==> src/rtl/paddle_engine_pkg.sv <==
// Shared pong video definitions: raster counter widths, playfield height, colour format.
package paddle_engine_pkg;
  localparam int unsigned H_W          = 11;
  localparam int unsigned V_W          = 10;
  localparam int unsigned V_ACTIVE_DEF = 600;
  localparam int unsigned COLOR_W      = 8;
  localparam logic [COLOR_W-1:0] BLACK = 8'h00;
endpackage

==> src/rtl/paddle_engine_if.sv <==
// Raster/button inputs and paddle position/pixel outputs of the paddle engine.
interface paddle_engine_if
  import paddle_engine_pkg::*;
#(
  parameter int unsigned N_PADDLES = 2
);
  logic [H_W*N_PADDLES-1:0] x_pos;
  logic [N_PADDLES-1:0]     btn_up;
  logic [N_PADDLES-1:0]     btn_down;
  logic [H_W-1:0]           hcount;
  logic [V_W-1:0]           vcount;
  logic [V_W*N_PADDLES-1:0] y_pos;
  logic [COLOR_W-1:0]       pixel;

  modport master (output x_pos, btn_up, btn_down, hcount, vcount, input y_pos, pixel);
  modport slave  (input x_pos, btn_up, btn_down, hcount, vcount, output y_pos, pixel);
endinterface

==> src/rtl/paddle_engine_pos.sv <==
// One paddle's vertical position: tick-gated move with exact clamp to 0..V_ACTIVE-HEIGHT.
module paddle_pos
  import paddle_engine_pkg::*;
#(
  parameter int unsigned HEIGHT   = 128,
  parameter int unsigned SPEED    = 4,
  parameter int unsigned V_ACTIVE = V_ACTIVE_DEF
) (
  input  logic           clk,
  input  logic           reset,
  input  logic           tick,
  input  logic           up,
  input  logic           down,
  output logic [V_W-1:0] y
);
  localparam int unsigned Y_MAX  = V_ACTIVE - HEIGHT;
  localparam int unsigned Y_INIT = Y_MAX / 2;
  localparam int unsigned AW     = 12;

  logic [AW-1:0] y_ext, y_sum, y_up, y_dn;

  // Widened arithmetic so neither direction can wrap before the clamp.
  always_comb begin
    y_ext = AW'(y);
    y_sum = y_ext + AW'(SPEED);
    y_up  = (y_ext >= AW'(SPEED)) ? y_ext - AW'(SPEED) : '0;
    y_dn  = (y_sum >= AW'(Y_MAX)) ? AW'(Y_MAX) : y_sum;
  end

  always_ff @(posedge clk) begin
    if (reset) begin
      y <= V_W'(Y_INIT);
    end else if (tick && up && !down) begin
      y <= V_W'(y_up);
    end else if (tick && down && !up) begin
      y <= V_W'(y_dn);
    end
  end
endmodule

==> src/rtl/paddle_engine.sv <==
// Paddle renderer: per-channel position registers plus hit test and priority pixel mux.
// Optional build macro PADDLE_BORDER_EN draws a 1-pixel BORDER_COLOR outline on each paddle.
module paddle_engine
  import paddle_engine_pkg::*;
#(
  parameter int unsigned N_PADDLES  = 2,
  parameter int unsigned WIDTH      = 16,
  parameter int unsigned HEIGHT     = 128,
  parameter int unsigned SPEED      = 4,
  parameter int unsigned V_ACTIVE   = V_ACTIVE_DEF,
  parameter int unsigned FRAME_LINE = 600,
  parameter logic [N_PADDLES*COLOR_W-1:0] COLORS = 16'hBBBB,
  parameter logic [COLOR_W-1:0] BORDER_COLOR     = 8'hFF
) (
  input logic             clk,
  input logic             reset,
  paddle_engine_if.slave  ifc
);
`ifdef PADDLE_BORDER_EN
  localparam bit BORDER_EN = 1'b1;
`else
  localparam bit BORDER_EN = 1'b0;
`endif
  localparam int unsigned CW = 12;

  logic                 frame_tick;
  logic [V_W-1:0]       y_arr [N_PADDLES];
  logic [N_PADDLES-1:0] hit;
  logic [N_PADDLES-1:0] ring;
  logic [COLOR_W-1:0]   pixel_next;

  assign frame_tick = (ifc.hcount == '0) && (ifc.vcount == V_W'(FRAME_LINE));

  for (genvar i = 0; i < N_PADDLES; i++) begin : g_ch
    logic [CW-1:0] hx, vy, xl, xr, yt, yb;

    paddle_pos #(
      .HEIGHT   (HEIGHT),
      .SPEED    (SPEED),
      .V_ACTIVE (V_ACTIVE)
    ) u_pos (
      .clk   (clk),
      .reset (reset),
      .tick  (frame_tick),
      .up    (ifc.btn_up[i]),
      .down  (ifc.btn_down[i]),
      .y     (y_arr[i])
    );

    // 12-bit bounds so a paddle near column 2047 does not wrap its right edge.
    assign hx = CW'(ifc.hcount);
    assign vy = CW'(ifc.vcount);
    assign xl = CW'(ifc.x_pos[H_W*i +: H_W]);
    assign xr = xl + CW'(WIDTH);
    assign yt = CW'(y_arr[i]);
    assign yb = yt + CW'(HEIGHT);

    assign hit[i]  = (hx >= xl) && (hx < xr) && (vy >= yt) && (vy < yb);
    assign ring[i] = (hx == xl) || (hx == xr - CW'(1)) || (vy == yt) || (vy == yb - CW'(1));
  end

  always_comb begin
    ifc.y_pos = '0;
    for (int i = 0; i < N_PADDLES; i++) begin
      ifc.y_pos[V_W*i +: V_W] = y_arr[i];
    end
  end

  // Scan from the highest index down so the lowest-index hit wins.
  always_comb begin
    pixel_next = BLACK;
    for (int i = N_PADDLES - 1; i >= 0; i--) begin
      if (hit[i]) begin
        pixel_next = (BORDER_EN && ring[i]) ? BORDER_COLOR : COLORS[COLOR_W*i +: COLOR_W];
      end
    end
  end

  always_ff @(posedge clk) begin
    if (reset) begin
      ifc.pixel <= BLACK;
    end else begin
      ifc.pixel <= pixel_next;
    end
  end
endmodule

==> src/flat_wrapper.sv <==
// flat-port wrapper written by rule: the top's interface ports become plain ports
module paddle_engine_flat import paddle_engine_pkg::*;
#(
  parameter int unsigned N_PADDLES  = 2,
  parameter int unsigned WIDTH      = 16,
  parameter int unsigned HEIGHT     = 128,
  parameter int unsigned SPEED      = 4,
  parameter int unsigned V_ACTIVE   = V_ACTIVE_DEF,
  parameter int unsigned FRAME_LINE = 600,
  parameter logic [N_PADDLES*COLOR_W-1:0] COLORS = 16'hBBBB,
  parameter logic [COLOR_W-1:0] BORDER_COLOR     = 8'hFF
)
  (clk, reset, ifc_x_pos, ifc_btn_up, ifc_btn_down, ifc_hcount, ifc_vcount, ifc_y_pos, ifc_pixel);
  paddle_engine_if #(.N_PADDLES(N_PADDLES)) ifc_i ();
  input logic clk;
  input logic reset;
  input wire logic [$bits(ifc_i.x_pos)-1:0] ifc_x_pos;
  input wire logic [$bits(ifc_i.btn_up)-1:0] ifc_btn_up;
  input wire logic [$bits(ifc_i.btn_down)-1:0] ifc_btn_down;
  input wire logic [$bits(ifc_i.hcount)-1:0] ifc_hcount;
  input wire logic [$bits(ifc_i.vcount)-1:0] ifc_vcount;
  output wire logic [$bits(ifc_i.y_pos)-1:0] ifc_y_pos;
  output wire logic [$bits(ifc_i.pixel)-1:0] ifc_pixel;
  assign ifc_i.x_pos = ifc_x_pos;
  assign ifc_i.btn_up = ifc_btn_up;
  assign ifc_i.btn_down = ifc_btn_down;
  assign ifc_i.hcount = ifc_hcount;
  assign ifc_i.vcount = ifc_vcount;
  assign ifc_y_pos = ifc_i.y_pos;
  assign ifc_pixel = ifc_i.pixel;
  paddle_engine #(.N_PADDLES(N_PADDLES), .WIDTH(WIDTH), .HEIGHT(HEIGHT), .SPEED(SPEED), .V_ACTIVE(V_ACTIVE), .FRAME_LINE(FRAME_LINE), .COLORS(COLORS), .BORDER_COLOR(BORDER_COLOR)) u_core (.clk(clk), .reset(reset), .ifc(ifc_i));
endmodule
==> config.mk <==
export PLATFORM = sky130hd
export DESIGN_NAME = paddle_engine_flat
export DESIGN_NICKNAME = d
export VERILOG_FILES = /design/src/rtl/paddle_engine_pkg.sv /design/src/rtl/paddle_engine_if.sv /design/src/rtl/paddle_engine_pos.sv /design/src/rtl/paddle_engine.sv /design/src/flat_wrapper.sv
export SDC_FILE = /design/constraint.sdc
export NUM_CORES = 1
export LEC_CHECK = 0
export CORE_MARGIN = 10
export CORE_UTILIZATION = 57
export DETAILED_ROUTE_END_ITERATION = 8
export PLACE_DENSITY_LB_ADDON = 0.15
export SLEW_MARGIN = 20
export SYNTH_ARGS = -nofsm -noshare
export SYNTH_HDL_FRONTEND = slang
export SYNTH_SLANG_ARGS = --single-unit
==> constraint.sdc <==
create_clock -name clk -period 7.9 [get_ports clk]
set_clock_uncertainty 0.1 [all_clocks]
set_input_delay 1.975 -clock clk [delete_from_list [all_inputs] [get_ports clk]]
set_output_delay 1.975 -clock clk [all_outputs]
set_load 0.005 [all_outputs]
==> impl_metrics.csv, run 1 <==
group,metric,value,unit
logic_synthesis,synth.avg_cell_area,7.408,sq um
setup_path,critical_path_class,"in2reg",
logic_synthesis,syn_inst,467,
die,rows,28,
cells_and_area,fin_area,0.004193,sq mm
timing,final-hold-violation-count,0,
logic_synthesis,synth_warnings,0,
drt,wirelength,9943,um
power,power_per_cell_area,63.46,mW/mm^2
drt,dr.first_iter.drc_count,181,
logic_synthesis,synthDistinctLibCells,63,
placed_design,numPlacedInstances,595,
drt,first_pass_iters,6,
die,core_area,0.005921,sq mm
setup_path,worst_setup_path_end_kind,"register",
setup_path,crit_slowest_cell,"nor3_1",
setup_path,crit_required,7.95,ns
drt,drtAntennaViolNets,0,
logic_synthesis,async_reset_ff_share,0,%
logic_synthesis,synth_edf_count,0,
setup_path,cp_slowest_stage_delay,0.72,ns
die,die_w,97.91,um
global_routing,grt_use_total,18.96,%
cts,cts_hold_buffers,0,
die,ios,77,
timing,fmax,0.2052,GHz
timing,fin_crit_sh,61.70,%
power,power.total,0.0002661,W
cts,cts.root.buffer_cell,"clkbuf_8",
timing,finalSetupTns,0,ns
global_routing,grt_pass1_vias,3489,
cts,cts_tree,"built",
cts,cts_buffers,3,
cts,clock_latency,0.26,ns
drt,via_per_inst,6.274,
global_routing,antenna_found_initial,0,
logic_synthesis,synthFlopType,"dfxtp_1",
placed_design,portBuffers,70,
global_routing,grt.overflow.total,0,
setup_path,cp_top_family,"simple AND/OR/NAND/NOR gates",
drt,post-route-drc-count,0,
die,dieArea,0.009585,sq mm
logic_synthesis,ys_ff_latch,17,
cells_and_area,n_antenna_cell,0,
global_routing,grt_pass1_wl,16130,um
timing,tightest_slew,0.9315,ns
timing,relSlewSlack,37.02,%
setup_path,worst-path-buf-inv,1,
placed_design,post-dp-hpwl,8212,um
die,start_util,58.43,%
die,die_y,97.91,um
setup_path,path_cells,"clkdlybuf4s50_1, or4_1, or4_1, nor3_1, mux2i_1, a21oi_1, a211o_1",
power,ir_worst_vdd,0.00005360,V
timing,hold_slack,0.5231,ns
logic_synthesis,synth_area,0.003460,sq mm
cells_and_area,drive_above_1_share,2.290,%
setup_path,crit_arrival,4.92,ns
placed_design,gp_congestion,0.9299,
job,maxCapViolations,0,
run_status,status,"complete, no violations",
setup_path,crit_fanout,7,
setup_path,path_common_cell,"or4_1",
drt,num_vias,3758,
cells_and_area,nets,646,
cts,clk_pin_slew,0.08,ns
timing,drv_slew,0,
cells_and_area,instances_no_fill,599,
timing,period_minus_slack,4.874,ns
timing,setup_viol,0,
cts,cts.repair.resized,0,
cts,clock-sinks,17,
power,p_leak,1.778,nW
timing,rsz0062_at_grt,"no",
worst_hold_path,hold_path.class,"reg2reg",
setup_path,reg2reg_slack,4.78,ns
global_routing,grt_max_degree,18,
cts,post_cts_buffers,0,
placed_design,placed_area,0.004148,sq mm
cts,cts.htree.levels,1,
logic_synthesis,ys_seq_area_share,9.837,%
cts,clockBufferDepth,2,
setup_path,cp-start-kind,"primary input",
drt,post_drt_wl_per_cell,16.60,um
cells_and_area,area_delta_synth_final,21.19,%
[worst min-delay path: cells and delay by family, from the launching register on]
kind / cells / cell delay [ns]
DFF: 1 / 0.40
AOI/OAI and AO/OA: 2 / 0.17
[kinds of logic after synthesis]
kind of cell	count (synthesis)	synth area share (%)
AOI/OAI and AO/OA	130	24.77
xor gates and xnor gates	20	5.063
adders and majority gates	72	26.04
buffers and inverters	77	9.584
DFF	17	9.837
muxes	2	0.6148
other	1	0.1084
and+or+nand+nor	148	23.98
[placed cells by master, fill, tap and decap left out, types with 9 or more instances in the layout]
cell,count
ha_1,72
clkdlybuf4s50_1,70
inv_1,55
a21oi_1,32
o21ai_0,30
nand3_1,27
nor2_1,21
xnor2_1,18
nand2_1,18
dfxtp_1,17
nor3_1,16
and3_1,13
nor2b_1,10
a31oi_1,9
[per-layer routing]
metal | wire length, um | track usage, % | vias to the layer above
met1 | 4245 | 23.70 | 1721
li1 | - | - | 1845
met2 | 4661 | 32.03 | 179
met5 | 0 | 0 | -
met4 | 153 | 4.810 | 0
met3 | 882 | 4.087 | 13
[area by class of cell]
type | count | area, sq um
Multi-Input combinational cell | 378 | 2806
Fill cell | 513 | 1728
Timing Repair Buffer | 70 | 700.7
Sequential cell | 17 | 340.3
Inverter | 55 | 206.4
Tap cell | 75 | 93.84
Clock buffer | 4 | 45.04
[power breakdown]
part | internal (W) | switching [W]
registers | 0.0000859 | 0.000000441
clock network | 0.0000359 | 0.0000343
logic | 0.0000571 | 0.0000524
total | 0.000179 | 0.0000871
[synthesized netlist by cell type, drive strengths merged, types with 9 or more instances]
master / n / area share, %
buf: 12 / 2.5
nor3: 17 / 2.6
a21oi: 32 / 4.6
xnor2: 18 / 4.6
a31oi: 9 / 1.6
o21ai: 31 / 4.5
nor2b: 10 / 1.8
dfxtp: 17 / 9.8
nor2: 21 / 2.3
nand2: 18 / 2.0
nand3: 27 / 3.9
ha: 72 / 26
clkbuf: 10 / 1.1
and3: 13 / 2.4
inv: 55 / 6.0
[worst paths after layout]
check / to / from / cells after the start
worst min-delay path: u_core.g_ch[0].u_pos.y[9] / u_core.g_ch[0].u_pos.y[9] / 2
worst max-delay path: u_core.g_ch[1].u_pos.y[6] / ifc_hcount[1] / 7
worst max register to register: u_core.g_ch[0].u_pos.y[7] / u_core.g_ch[0].u_pos.y[2] / 7
worst min register to register: u_core.g_ch[0].u_pos.y[9] / u_core.g_ch[0].u_pos.y[9] / 2
[sequential cells by signal, indices dropped and copies added, names as in the netlist]
name	cells
u_core.g_ch.u_pos.y	16
u_core.ifc.pixel	1
[metrics by stage]
stage               util [%]  setup WS [ns]
detailed placement     70.05          2.845
global placement       70.05          2.870
global route           70.82          2.936
CTS                    70.82          3.105
finish                 70.82          3.026
floorplan                  -          3.599
(Power assumes the default switching activity.)
==> run 2: changes to the inputs <==
- CORE_UTILIZATION: 57 -> 53
- clock period: 7.9 -> 4.84 ns (I/O delays scaled with it)
==> run 2 against run 1 <==
  * Global-route usage rose by 0.79 points
  * Critical path depth stayed put
  * Flip-flop and latch count unchanged
  * Largest power group unchanged
  * First-iteration DRC count fell by 7.2%
  * Utilization is 4.6 points lower
  * Worst setup slack worse by 2.2 ns
  * Sequential power up 63%
  * Largest cell class unchanged
  * Clock power grew 65%
==> impl_metrics.csv, run 2 (synthesized netlist as in run 1, its figures left out) <==
group,metric,value,unit
drt,post_drt_wl_per_cell,16.99,um
setup_path,crit_fanout,9,
die,start_util,54.48,%
timing,setup_slack,0.8737,ns
setup_path,reg2reg_slack,1.85,ns
global_routing,antenna_found_initial,0,
placed_design,gp_congestion,0.9295,
timing,relSlewSlack,37.54,%
timing,finalSetupTns,0,ns
worst_hold_path,hold_path.class,"reg2reg",
drt,post-route-drc-count,0,
timing,tightest_slew,0.9251,ns
setup_path,critical_path_class,"in2reg",
timing,period_minus_slack,3.966,ns
power,clkPwrFrac,26.4,%
cells_and_area,final_common_cell,"ha_1",
drt,wirelength,10230,um
drt,num_vias,3775,
cts,cts_hold_buffers,0,
power,seqPwrFrac,32.1,%
global_routing,grt.overflow.total,0,
power,p_sw_share,33.58,%
global_routing,grt_use_total,19.75,%
job,maxCapViolations,0,
cts,clock_latency,0.27,ns
power,p_leak,1.786,nW
worst_hold_path,min_to,"u_core.g_ch[0].u_pos.y[9]",
cells_and_area,n_fill_cell,576,
placed_design,portBuffers,70,
die,core_area,0.006350,sq mm
timing,drv_slew,0,
cts,cts.root.buffer_cell,"clkbuf_8",
setup_path,rr_endpoint,"u_core.g_ch[0].u_pos.y[7]",
setup_path,cp-start-kind,"primary input",
cts,cts_buffers,3,
cts,clockBufferDepth,2,
drt,dr.first_iter.drc_count,168,
power,power_per_cell_area,104.5,mW/mm^2
placed_design,pre_cts_ws,0.6428,ns
global_routing,grt_use_met1,24.01,%
cts,cts.htree.levels,1,
placed_design,post-dp-hpwl,8459,um
drt,first_pass_iters,4,
cells_and_area,finish.utilization,66.21,%
power,internal_power,0.0002917,W
cts,cts.repair.resized,0,
global_routing,met2_usage,33.07,%
timing,final-hold-violation-count,0,
timing,rsz0062_at_grt,"no",
cells_and_area,n_antenna_cell,0,
power,power.total,0.0004392,W
cts,clk_pin_slew,0.07,ns
timing,fin_crit_sh,81.95,%
cells_and_area,area_delta_synth_final,21.52,%
global_routing,grt_pass1_vias,3690,
worst_hold_path,hp-start,"u_core.g_ch[0].u_pos.y[9]",
global_routing,busiest_layer,"met2",
setup_path,crit_arrival,4.01,ns
power,power_switching,0.0001475,W
cts,post_cts_buffers,0,
run_status,status,"complete, no violations",
cells_and_area,final_cell_mix,"ha_1, clkdlybuf4s50_1, inv_1, a21oi_1, o21ai_0",
die,ios,77,
cells_and_area,instances_no_fill,602,
power,comb_power_share,41.5,%
timing,setup_viol,0,
die,rows,29,
cells_and_area,reg_top3,"u_core.g_ch.u_pos.y (16), u_core.ifc.pixel (1)",
setup_path,worst_setup_path_end_kind,"register",
die,dieArea,0.01016,sq mm
die,die_w,100.8,um
cells_and_area,nets,647,
cells_and_area,drive_above_1_share,2.667,%
power,ir_worst_vdd,0.00007794,V
global_routing,grt_max_degree,18,
drt,drtAntennaViolNets,0,
cells_and_area,largest_register_ffs,16,
global_routing,grt_use_met3,4.595,%
drt,via_per_inst,6.271,
setup_path,crit_required,4.89,ns
cts,clock-sinks,17,
cells_and_area,max_flop_register,"u_core.g_ch.u_pos.y",
setup_path,rr_worst_depth,7,
die,die_y,100.8,um
placed_design,numPlacedInstances,598,
worst_hold_path,min_path_cells,2,
timing,fmax,0.2521,GHz
global_routing,grt_pass1_wl,17190,um
setup_path,regToRegStartpoint,"u_core.g_ch[0].u_pos.y[2]",
cts,cts_tree,"built",
## run 2: cell types whose count changed in the layout (fill, tap and decap cells not counted)
cell	previous run	this run
clkinv_2	0	1
buf_4	0	1
clkbuf_1	1	0
## run 2: how the worst max path moves through the flow
stage | slack [ns] | from | cells after the start | endpoint
after floorplan | 1.30 | ifc_hcount[0] | 6 | u_core.g_ch[1].u_pos.y[6]
after global routing | 0.68 | ifc_hcount[1] | 7 | u_core.g_ch[0].u_pos.y[6]
after global placement | 0.69 | ifc_hcount[1] | 7 | u_core.g_ch[0].u_pos.y[6]
after detailed placement | 0.64 | ifc_hcount[1] | 7 | u_core.g_ch[0].u_pos.y[6]
final | 0.87 | ifc_hcount[1] | 7 | u_core.g_ch[0].u_pos.y[6]
after CTS | 0.92 | ifc_hcount[1] | 7 | u_core.g_ch[0].u_pos.y[6]
## run 2: final cells by class
cell class | count | area, sq um | area share, %
clock buffer | 3 | 41.29 | 0.9821
clock inverter | 1 | 5.005 | 0.1190
inverter | 55 | 206.4 | 4.911
multi-input combinational | 378 | 2806 | 66.76
sequential | 17 | 340.3 | 8.095
tap | 77 | 96.34 | 2.292
timing repair buffer | 71 | 708.2 | 16.85
## run 2: power groups by stage
stage	clock network, W	logic (W)	registers (W)
6_report	0.000116	0.000182	0.000141
5_1_grt	0.000121	0.000206	0.000141
4_1_cts	0.000116	0.000182	0.000141
3_5_place_dp	0	0.000181	0.000144
3_3_place_gp	0	0.000173	0.000144
2_1_floorplan	0	0.000101	0.000144
## run 2: stage by stage
| step | hold WS, ns | instance area, sq um |
|---|---|---|
| floorplan | 0.4749 | 3478 |
| global placement | 0.5150 | 4158 |
| detailed placement | 0.5253 | 4158 |
| CTS | 0.5416 | 4204 |
| global route | 0.6134 | 4204 |
| finish | 0.5478 | 4204 |
## run 2: critical path, cell delays in order
cell and delay, ns:
clkdlybuf4s50_1 0.46, or4_1 0.56, or4_1 0.57, nor2_1 0.25, o21ai_1 0.28, o21ai_0 0.24, or3b_2 0.45
## run 2: metal layers
layer | wire length (um) | up-vias | share of wire, %
li1 | - | 1833 | -
met1 | 4343 | 1745 | 42
met2 | 4828 | 178 | 47
met3 | 863 | 19 | 8.4
met4 | 192 | 0 | 1.9
met5 | 0 | - | 0
==> run 3: changes to the inputs <==
- clock period: 4.84 -> 4 ns (I/O delays scaled with it)
==> run 3 against run 2 <==
  * Utilization increased by 1.8 points
  * Combinational power increased by 24%
  * Critical path type unchanged
  * Die area unchanged
  * Cell area increased by 2.6%
  * Largest cell class unchanged
  * Register-to-register slack got worse by 0.90 ns
==> impl_metrics.csv, run 3 (synthesized netlist as in run 1, its figures left out) <==
group,metric,value,unit
run_status,status,"complete, no violations",
cts,clockBufferDepth,2,
cells_and_area,final_common_cell,"ha_1",
die,die_y,100.8,um
global_routing,antenna_found_initial,0,
setup_path,path_cells,"clkdlybuf4s50_1, or4_1, or3_1, or4_1, or4b_1, a31oi_1",
power,power_per_cell_area,123.8,mW/mm^2
cells_and_area,n_antenna_cell,0,
die,start_util,54.48,%
timing,tightest_slew,0.9292,ns
cells_and_area,fin_area,0.004315,sq mm
power,ir_worst_vdd,0.0001245,V
worst_hold_path,hold_path.class,"reg2reg",
setup_path,critical_path_class,"in2reg",
die,rows,29,
drt,drtAntennaViolNets,0,
timing,setup_viol,0,
setup_path,regToRegStartpoint,"u_core.g_ch[0].u_pos.y[3]",
worst_hold_path,min_path_cells,2,
setup_path,rr_worst_depth,7,
global_routing,grt_pass1_wl,16600,um
placed_design,placed_area,0.004270,sq mm
setup_path,path_common_cell,"or4_1",
setup_path,crit_required,4.09,ns
cts,cts.root.buffer_cell,"clkbuf_8",
timing,relSlewSlack,37.18,%
drt,dr.first_iter.drc_count,173,
die,core_area,0.006350,sq mm
cells_and_area,nets,662,
job,maxCapViolations,0,
setup_path,worst-path-buf-inv,1,
setup_path,crit_slowest_cell,"or4_1",
cells_and_area,area_delta_synth_final,24.74,%
placed_design,pre_cts_ws,0.1007,ns
cells_and_area,reg_top3,"u_core.g_ch.u_pos.y (16), u_core.ifc.pixel (1)",
power,power.total,0.0005342,W
setup_path,crit_arrival,3.73,ns
cts,clk_pin_slew,0.07,ns
cts,cts.repair.resized,0,
cts,cts_tree,"built",
global_routing,grt_use_total,18.97,%
cells_and_area,final_cell_mix,"ha_1, clkdlybuf4s50_1, inv_1, a21oi_1, o21ai_0",
die,ios,77,
global_routing,grt_max_degree,15,
die,die_w,100.8,um
drt,num_vias,3748,
cells_and_area,drive_above_1_share,5.185,%
timing,fmax,0.2748,GHz
placed_design,gp_congestion,0.9668,
cts,clock_latency,0.26,ns
cells_and_area,largest_register_ffs,16,
cts,cts.htree.levels,1,
drt,wirelength,10080,um
global_routing,grt.overflow.total,0,
cts,cts_hold_buffers,0,
setup_path,rr_endpoint,"u_core.g_ch[0].u_pos.y[7]",
setup_path,worst_setup_path_end_kind,"register",
timing,fin_crit_sh,90.96,%
cts,post_cts_buffers,0,
setup_path,cp_slowest_stage_delay,0.64,ns
drt,first_pass_iters,5,
timing,finalSetupTns,0,ns
cts,clock-sinks,17,
die,dieArea,0.01016,sq mm
placed_design,post-dp-hpwl,8498,um
cells_and_area,n_fill_cell,548,
timing,setup_slack,0.3615,ns
timing,rsz0062_at_grt,"no",
setup_path,reg2reg_slack,0.95,ns
power,p_leak,1.856,nW
setup_path,crit_fanout,6,
drt,post-route-drc-count,0,
worst_hold_path,min_to,"u_core.g_ch[0].u_pos.y[9]",
placed_design,portBuffers,70,
setup_path,cp-start-kind,"primary input",
timing,period_minus_slack,3.639,ns
cts,cts_buffers,3,
drt,via_per_inst,6.075,
cells_and_area,max_flop_register,"u_core.g_ch.u_pos.y",
drt,post_drt_wl_per_cell,16.34,um
setup_path,cp_top_family,"simple AND/OR/NAND/NOR gates",
timing,drv_slew,0,
global_routing,grt_pass1_vias,3546,
worst_hold_path,hp-start,"u_core.g_ch[0].u_pos.y[9]",
timing,final-hold-violation-count,0,
[run 3: worst max-delay path by stage]
stage | start | cells after the start | end | slack (ns)
final | ifc_hcount[1] | 6 | u_core.g_ch[0].u_pos.y[8] | 0.36
after global routing | ifc_hcount[1] | 6 | u_core.g_ch[0].u_pos.y[8] | 0.27
after CTS | ifc_hcount[1] | 6 | u_core.g_ch[0].u_pos.y[8] | 0.36
after detailed placement | ifc_hcount[1] | 6 | u_core.g_ch[0].u_pos.y[8] | 0.10
after global placement | ifc_hcount[1] | 6 | u_core.g_ch[0].u_pos.y[8] | 0.14
after floorplan | ifc_hcount[0] | 6 | u_core.g_ch[1].u_pos.y[6] | 0.67
[run 3: cell type report]
type / count / area (sq um) / share of cell area, %
timing repair buffer: 86 / 820.8 / 19.02
clock buffer: 4 / 45.04 / 1.044
tap: 77 / 96.34 / 2.233
multi-input combinational: 378 / 2806 / 65.03
inverter: 55 / 206.4 / 4.784
sequential: 17 / 340.3 / 7.886
[run 3: tightest hold or removal path, delay by kind of cell (launching register included)]
kind            cells  cell delay [ns]
compound gates      2             0.18
flops               1             0.41
[run 3: per-stage QoR]
| stage | hold slack [ns] | cells | utilization (%) |
|---|---|---|---|
| after floorplan | 0.4749 | 472 | - |
| after global placement | 0.5159 | 613 | 67.25 |
| after detailed placement | 0.5195 | 613 | 67.25 |
| after CTS | 0.5290 | 617 | 67.96 |
| after global routing | 0.5941 | 617 | 67.96 |
| final | 0.5374 | 617 | 67.96 |
[run 3: report_power, final]
part / total (W) / internal, W / switching [W]
registers: 0.000171 / 0.000170 / 0.000000949
logic: 0.000225 / 0.000118 / 0.000106
clock network: 0.000139 / 0.0000710 / 0.0000677
[run 3: metal layers]
metal / share of wire [%] / GRT usage (%) / up-vias
li1: - / - / 1869
met1: 44 / 24.23 / 1707
met2: 47 / 32.63 / 159
met3: 7.4 / 2.606 / 13
met4: 1.1 / 4.348 / 0
met5: 0 / 0 / -
